[config.mk]
export PLATFORM = sky130hd
export DESIGN_NAME = serial_subtractor
export DESIGN_NICKNAME = d
export VERILOG_FILES = /design/src/rtl/serial_subtractor.sv
export SDC_FILE = /design/constraint.sdc
export NUM_CORES = 1
export LEC_CHECK = 0
export ABC_AREA = 1
export CORE_MARGIN = 2
export CORE_UTILIZATION = 53
export DETAILED_ROUTE_END_ITERATION = 10
export PLACE_DENSITY = 0.83
export SYNTH_ARGS = -nofsm -noshare
export SYNTH_HDL_FRONTEND = slang
export SYNTH_SLANG_ARGS = --single-unit
export TNS_END_PERCENT = 100
[constraint.sdc]
create_clock -name clk -period 3.1 [get_ports clk]
set_input_delay 0.62 -clock clk [delete_from_list [all_inputs] [get_ports clk]]
set_output_delay 0.62 -clock clk [all_outputs]
set_load 0.03 [all_outputs]
[src/rtl/serial_subtractor.sv]
// ============================================================================
// Module      : serial_subtractor
// Description : Bit-serial unsigned subtractor computing A - B modulo
//               2^WIDTH with a final borrow. One bit is processed per clock,
//               LSB first, using a single full-subtractor cell and a borrow
//               flop. Operands enter and results leave through
//               valid/ready handshakes.
//
// Parameters  : WIDTH      operand/result width in bits (2..32), default 8
//
// Ports       : clk        rising-edge clock
//               rst        synchronous active-high reset
//               in_valid   operand pair A/B present
//               in_ready   block can accept an operand pair (IDLE only)
//               A          minuend, unsigned
//               B          subtrahend, unsigned
//               diff       A - B modulo 2^WIDTH
//               borrow     final borrow out (1 iff A < B unsigned)
//               out_valid  diff/borrow valid (DONE only)
//               out_ready  consumer accepts the result
//               ovf        two's-complement overflow (only with the macro)
//
// Options     : SERIAL_SUB_OVF_EN  when defined, adds the ovf output.
//
// Timing      : out_valid rises exactly WIDTH cycles after the accepting
//               edge. The handshake edge returns to IDLE, so back-to-back
//               operations accept every WIDTH+2 cycles.
//
// Revision    : 1.0  initial release
// ============================================================================

`default_nettype none

module serial_subtractor #(
    parameter int WIDTH = 8
) (
    input  logic             clk,
    input  logic             rst,
    input  logic             in_valid,
    output logic             in_ready,
    input  logic [WIDTH-1:0] A,
    input  logic [WIDTH-1:0] B,
    output logic [WIDTH-1:0] diff,
    output logic             borrow,
    output logic             out_valid,
    input  logic             out_ready
`ifdef SERIAL_SUB_OVF_EN
    ,
    output logic             ovf
`endif
);

    // Counter must be able to hold WIDTH itself after the final shift.
    localparam int C_CNT_W = $clog2(WIDTH + 1);
    localparam logic [C_CNT_W-1:0] C_LAST_BIT = C_CNT_W'(WIDTH - 1);

    typedef enum logic [1:0] {
        IDLE  = 2'd0,
        SHIFT = 2'd1,
        DONE  = 2'd2
    } state_t;

    state_t             state_q;
    logic               in_ready_q;
    logic               out_valid_q;
    logic [WIDTH-1:0]   a_q;
    logic [WIDTH-1:0]   b_q;
    logic [WIDTH-1:0]   diff_q;
    logic               borrow_q;      // doubles as the serial borrow-in
    logic [C_CNT_W-1:0] cnt_q;

    // Full-subtractor cell operating on the current LSBs.
    logic               w_a_bit;
    logic               w_b_bit;
    logic               w_d_bit;
    logic               w_bout;

    logic [WIDTH-1:0]   a_d;
    logic [WIDTH-1:0]   b_d;
    logic [WIDTH-1:0]   diff_d;
    logic [C_CNT_W-1:0] cnt_d;

    assign w_a_bit = a_q[0];
    assign w_b_bit = b_q[0];
    assign w_d_bit = w_a_bit ^ w_b_bit ^ borrow_q;
    assign w_bout  = (~w_a_bit & w_b_bit) | (~(w_a_bit ^ w_b_bit) & borrow_q);

    // Operands move right so the next bit is always at index 0; result bits
    // enter from the MSB side so after WIDTH shifts bit 0 lands at diff[0].
    assign a_d    = {1'b0, a_q[WIDTH-1:1]};
    assign b_d    = {1'b0, b_q[WIDTH-1:1]};
    assign diff_d = {w_d_bit, diff_q[WIDTH-1:1]};
    assign cnt_d  = cnt_q + C_CNT_W'(1);

`ifdef SERIAL_SUB_OVF_EN
    // Operand sign bits captured at accept; the shift registers lose them.
    logic a_msb_q;
    logic b_msb_q;
    logic ovf_q;
`endif

    always_ff @(posedge clk) begin
        if (rst) begin
            state_q     <= IDLE;
            in_ready_q  <= 1'b1;
            out_valid_q <= 1'b0;
            a_q         <= '0;
            b_q         <= '0;
            diff_q      <= '0;
            borrow_q    <= 1'b0;
            cnt_q       <= '0;
`ifdef SERIAL_SUB_OVF_EN
            a_msb_q     <= 1'b0;
            b_msb_q     <= 1'b0;
            ovf_q       <= 1'b0;
`endif
        end else begin
            case (state_q)
                IDLE: begin
                    // diff/borrow intentionally hold their last result here.
                    if (in_valid) begin
                        a_q        <= A;
                        b_q        <= B;
                        borrow_q   <= 1'b0;
                        cnt_q      <= '0;
                        in_ready_q <= 1'b0;
                        state_q    <= SHIFT;
`ifdef SERIAL_SUB_OVF_EN
                        a_msb_q    <= A[WIDTH-1];
                        b_msb_q    <= B[WIDTH-1];
`endif
                    end
                end

                SHIFT: begin
                    a_q      <= a_d;
                    b_q      <= b_d;
                    diff_q   <= diff_d;
                    borrow_q <= w_bout;
                    cnt_q    <= cnt_d;
                    if (cnt_q == C_LAST_BIT) begin
                        out_valid_q <= 1'b1;
                        state_q     <= DONE;
`ifdef SERIAL_SUB_OVF_EN
                        // w_d_bit is the bit about to become diff[MSB].
                        ovf_q <= (a_msb_q ^ b_msb_q) & (w_d_bit ^ a_msb_q);
`endif
                    end
                end

                DONE: begin
                    // Return to IDLE only; a new accept waits one more edge.
                    if (out_ready) begin
                        out_valid_q <= 1'b0;
                        in_ready_q  <= 1'b1;
                        state_q     <= IDLE;
                    end
                end

                default: begin
                    out_valid_q <= 1'b0;
                    in_ready_q  <= 1'b1;
                    state_q     <= IDLE;
                end
            endcase
        end
    end

    assign in_ready  = in_ready_q;
    assign out_valid = out_valid_q;
    assign diff      = diff_q;
    assign borrow    = borrow_q;

`ifdef SERIAL_SUB_OVF_EN
    assign ovf = ovf_q;
`endif

endmodule

`default_nettype wire

==> flow_summary.toml, run 1 <==
[sta]
finalCritPeriodShare_pct = 64.6
maxSlewHeadroom_pct = 48.4
fmax_ghz = 0.499
hold_violations = 0
period_needed_ns = 2.00
rsz0062_at_grt = "no"
tightest_slew_ns = 0.774
timing.setup.tns_ns = 0
fin_worst_skew_ns = 0.00480
finalSetupViolations = 0
drv_slew = 0

[power_and_ir_drop]
leakage_nw = 0.750
ir_drop_mv = 0.430
power_density_nw_per_um2 = 534

[layout]
antenna_cells = 0
fin_nets = 243
fillers = 212
layout-area-overhead-vs-synth_pct = 23.5
multi_input_area_sq_um = 684
layoutNonFillerInstCount = 252
register_area_sq_um = 661
final_util_pct = 70.8
drive_gt1_share_pct = 13.5

[worst_setup_path]
critPathMaxFanout = 3
crit_family = "buffers and inverters"
setup.worst_path.end_class = "output pin"
cp.arrival_ns = 1.38
cp-start-kind = "register"
path_buf_inv = 1
worstPathRequired_ns = 2.48
slowest_stage = "clkdlybuf4s50_1"
crit_chain = "clkdlybuf4s50_1"
critPathKind = "register to output pin"
critPathMaxStageDelay_ns = 0.68

[grt]
grt_overflow = 0
grt_usage_pct = 20.5
antenna_found_initial = 0
grt_pass1_wl_mm = 5.11
grt_pass1_vias = 1215
grt_max_degree = 21

[synth]
yosysUniqueCellTypes = 22
syn_area_sq_um = 1450
synthSimpleGateAreaFrac_pct = 30.6
synth-compound-area-share_pct = 14.4
synth_xor_area_share_pct = 0
syn_area_per_cell_sq_um = 7.57
syn_nets = 213
yosysWarnings = 0
yosysSeqAreaShare_pct = 45.7
synth_seq_cells = 33
synthAdderAreaFrac_pct = 2.25
syn-instance-count = 191
synthMuxAreaShare_pct = 0
synth_top_family_by_area = "simple AND/OR/NAND/NOR gates"

[clocking]
cts_buffers = 5
cts.sinks = 33
clock_latency_ns = 0.33
cts_max_level = 2
ctsRootBufferMaster = "clkbuf_4"
cts_resized = 0
postCtsHoldBufs = 0
cts.reportedPaths.clkPinSlew_ns = 0.09
cts_tree = "done"
postCtsSetupRepairBufs = 0
cts_buffer_depth = 2

[placement]
io_buffers = 30
dp_hpwl_mm = 2.14
placedCellCount = 244
gp_congestion = 0.834

[floorplanning]
core_sq_um = 2520
die_area_sq_um = 3160
initial_core_util_pct = 57.3
dieHeight_microns = 56.2
rows = 18
ios = 31
die_w_microns = 56.2

[detailed_routing]
wire_per_inst_microns = 11.6
vias_per_cell = 5.12
finalWirelength_mm = 2.92
drt_first_pass_iters = 4
drt-initial-drc-count = 18
remaining_drc_errors = 0
antenna_left = 0
vias = 1290

[status]
outcome = "completed"

[flow_run]
cap_viol_max_count = 0

[hold_path]
min_path_type = "register to register"
logic make-up after synthesis:
family	Yosys count
adder cells (fa/ha/maj)	2
flip-flops	33
buffers and inverters	19
AND/OR/NAND/NOR	103
AO/OA/AOI/OAI	34
path summary, 6_finish.rpt:
path | startpoint | to | cells past startpoint | slack (ns)
max | borrow$_SDFFE_PP0P_ | borrow | 1 | 1.10
max reg2reg | state_q[0]$_SDFFE_PP0P_ | b_q[4]$_SDFFE_PP0P_ | 7 | 1.46
min reg2reg | out_valid$_SDFFE_PP0P_ | out_valid$_SDFFE_PP0P_ | 2 | 0.46
min | out_valid$_SDFFE_PP0P_ | out_valid$_SDFFE_PP0P_ | 2 | 0.46
registers in the layout, summed over array words and instances (netlist names):
| name | flops |
|---|---|
| borrow | 1 |
| b_q | 8 |
| a_q | 8 |
| state_q | 2 |
| diff | 8 |
| cnt_q | 4 |
| in_ready | 1 |
| out_valid | 1 |
area by class of cell:
cell class	count	area share (%)
multi-input combinational	139	38.3
sequential	33	37.0
timing repair buffer	32	17.6
clock buffer	8	2.73
inverter	10	2.24
tap	30	2.10
per-layer routing:
metal | global-route usage [%] | share of wire, %
met1 | 24.6 | 45
met2 | 33.1 | 47
met3 | 6.28 | 5.1
met4 | 10.2 | 2.9
met5 | 0 | 0
Yosys cell counts (all sizes together):
library cell | count | area share (%)
nand2 | 61 | 16
dfxtp | 33 | 46
nor2 | 30 | 9.8
a21oi | 22 | 9.9
nand3 | 12 | 4.5
inv | 10 | 2.8
o21ai | 10 | 3.5
buf | 8 | 4.0
clkbuf | 1 | 0.26
fa | 1 | 1.4
ha | 1 | 0.86
o211ai | 1 | 0.52
o21a | 1 | 0.52
power by group:
group	switching [mW]	total (mW)	internal, mW	leakage (nW)
Clock	0.136	0.227	0.0904	0.0265
Combinational	0.143	0.240	0.0961	0.453
Sequential	0.0250	0.488	0.463	0.271
layout by cell type, fill, tap and decap left out:
cell type,count
a21oi_1,13
a21oi_2,9
buf_4,2
clkbuf_1,3
clkbuf_4,5
clkdlybuf4s50_1,30
dfxtp_1,33
fa_1,1
ha_1,1
inv_1,6
inv_2,3
inv_4,1
nand2_1,58
nand2_2,3
nand3_1,11
nand3_2,1
nor2_1,24
nor2_2,5
nor2_8,1
o211ai_1,1
o21a_1,1
o21ai_0,10
stage by stage:
stage | hold WS (ns) | total power [mW] | setup slack [ns] | area [sq um]
2_1_floorplan | 0.447 | 0.663 | 1.81 | 1450
3_3_place_gp | 0.448 | 0.730 | 1.13 | 1740
3_5_place_dp | 0.452 | 0.738 | 1.09 | 1740
4_1_cts | 0.467 | 0.957 | 1.09 | 1790
5_1_grt | 0.485 | 1.01 | 1.03 | 1790
6_report | 0.463 | 0.954 | 1.10 | 1790
No activity file was read; power rests on OpenSTA's default activity.
==> run 2, diff against run 1 <==
CORE_UTILIZATION = 45   (was 53)
PLACE_DENSITY = 0.75   (was 0.83)
clock period = 1.8 ns   (was 3.1 ns; I/O delays follow)
==> run 2 against run 1 <==
Against the previous run: via count decreased by 0.78%; clock-buffer cell count is the same; utilization down 11 points; total power up 72%; critical endpoint is now diff[7]; non-clock buffer count grew 1; worst hold slack better by 0.0057 ns; clock skew decreased by 0.00079 ns; sequential power grew 72%.
==> flow_summary.toml, run 2 (same netlist as run 1, synthesis figures left out) <==
[sta]
finalSetupViolations = 0
fin_worst_skew_ns = 0.00401
tightest_slew_ns = 0.398
finalCritPeriodShare_pct = 96.2
rsz0062_at_grt = "no"
layout_setup_ws_ns = 0.0693
fin_hold_ws_ns = 0.468
timing.setup.tns_ns = 0
hold_violations = 0
period_needed_ns = 1.73
maxSlewHeadroom_pct = 73.4
drv_slew = 0
fmax_ghz = 0.578

[worst_setup_path]
slowest_stage = "clkdlybuf4s50_1"
worstPathRequired_ns = 1.44
cp-start-kind = "register"
r2r_setup_slack_ns = 0.46
timing.rr.end = "a_q[6]$_SDFFE_PP0P_"
critPathMaxStageDelay_ns = 0.68
path_buf_inv = 1
crit_chain = "clkdlybuf4s50_1"
reg2reg_depth = 7
cp.arrival_ns = 1.37
critPathMaxFanout = 3
reg2reg_from = "state_q[0]$_SDFFE_PP0P_"
setup.worst_path.end_class = "output pin"
crit_family = "buffers and inverters"
critPathKind = "register to output pin"

[clocking]
clock_latency_ns = 0.33
cts.sinks = 33
postCtsSetupRepairBufs = 0
ctsRootBufferMaster = "clkbuf_4"
postCtsHoldBufs = 0
cts_buffer_depth = 2
cts_max_level = 2
cts_tree = "done"
cts_buffers = 5
cts.reportedPaths.clkPinSlew_ns = 0.09

[grt]
antenna_found_initial = 0
grt_max_degree = 20
grt_usage_pct = 18.3
grt_pass1_vias = 1091
grt_pass1_wl_mm = 4.93
grt_overflow = 0

[detailed_routing]
drt-initial-drc-count = 67
finalWirelength_mm = 2.86
antenna_left = 0
wire_per_inst_microns = 10.7
remaining_drc_errors = 0
vias = 1280
drt_first_pass_iters = 4
vias_per_cell = 4.79

[hold_path]
holdPathStages = 2
min_path_type = "register to register"
hold_end = "in_ready$_SDFFE_PP1P_"
min_from = "in_ready$_SDFFE_PP1P_"

[layout]
fillers = 304
fin_nets = 244
layout-area-overhead-vs-synth_pct = 25.8
layoutNonFillerInstCount = 267
final_util_pct = 59.6
antenna_cells = 0
mostFrequentLayoutCells = "58 x nand2_1, 33 x dfxtp_1, 27 x clkdlybuf4s50_1"
final_common_cell = "nand2_1"
final_cell_area_sq_um = 1820
drive_gt1_share_pct = 13.9

[status]
outcome = "completed"

[floorplanning]
die_area_sq_um = 3680
dieHeight_microns = 60.7
initial_core_util_pct = 47.4
core_sq_um = 3050
rows = 20
ios = 31
die_w_microns = 60.7

[flow_run]
cap_viol_max_count = 0

[power_and_ir_drop]
power_density_nw_per_um2 = 902
leakage_nw = 0.806
ir_drop_mv = 0.449
p_total_mw = 1.64

[placement]
post-place-ws_ns = 0.166
gp_congestion = 0.697
placedCellCount = 259
place_area_sq_um = 1760
io_buffers = 30
dp_hpwl_mm = 1.95
## run 2: where the power goes
part,leakage (nW),switching (mW),total (mW),internal [mW]
sequential,0.271,0.0426,0.839,0.797
combinational,0.509,0.245,0.413,0.168
clock,0.0265,0.233,0.389,0.156
total,0.806,0.521,1.64,1.12
## run 2: how the worst max path moves through the flow
stage	from	end	slack, ns	cells past startpoint
2_1_floorplan	borrow$_SDFFE_PP0P_	diff[7]$_SDFFE_PP0P_	0.64	2
3_3_place_gp	in_valid	a_q[2]$_SDFFE_PP0P_	0.18	6
3_5_place_dp	in_valid	a_q[2]$_SDFFE_PP0P_	0.17	6
4_1_cts	borrow$_SDFFE_PP0P_	borrow	0.007	1
5_1_grt	diff[2]$_SDFFE_PP0P_	diff[2]	0.009	1
6_report	diff[7]$_SDFFE_PP0P_	diff[7]	0.07	1
## run 2: repair_timing
| action | in CTS | in global routing |
|---|---|---|
| hold endpoints to repair | 0 | 0 |
| endpoints found under the setup margin | 0 | 3 |
| gates resized for setup | 0 | 3 |
## run 2: cell type report
cell class / instances / area (sq um) / share of cell area (%)
multi-input cells: 139 / 684 / 37.6
flip-flops and latches: 33 / 661 / 36.3
repair buffers: 33 / 330 / 18.2
well taps: 44 / 55.1 / 3.03
clock buffers: 8 / 48.8 / 2.68
inverters: 10 / 40.0 / 2.20
## run 2: layer usage
metal  routed length [microns]  track usage, %
met5                         0               0
met4                        43            6.52
met3                       143            5.76
met2                      1300            28.4
met1                      1370            24.0
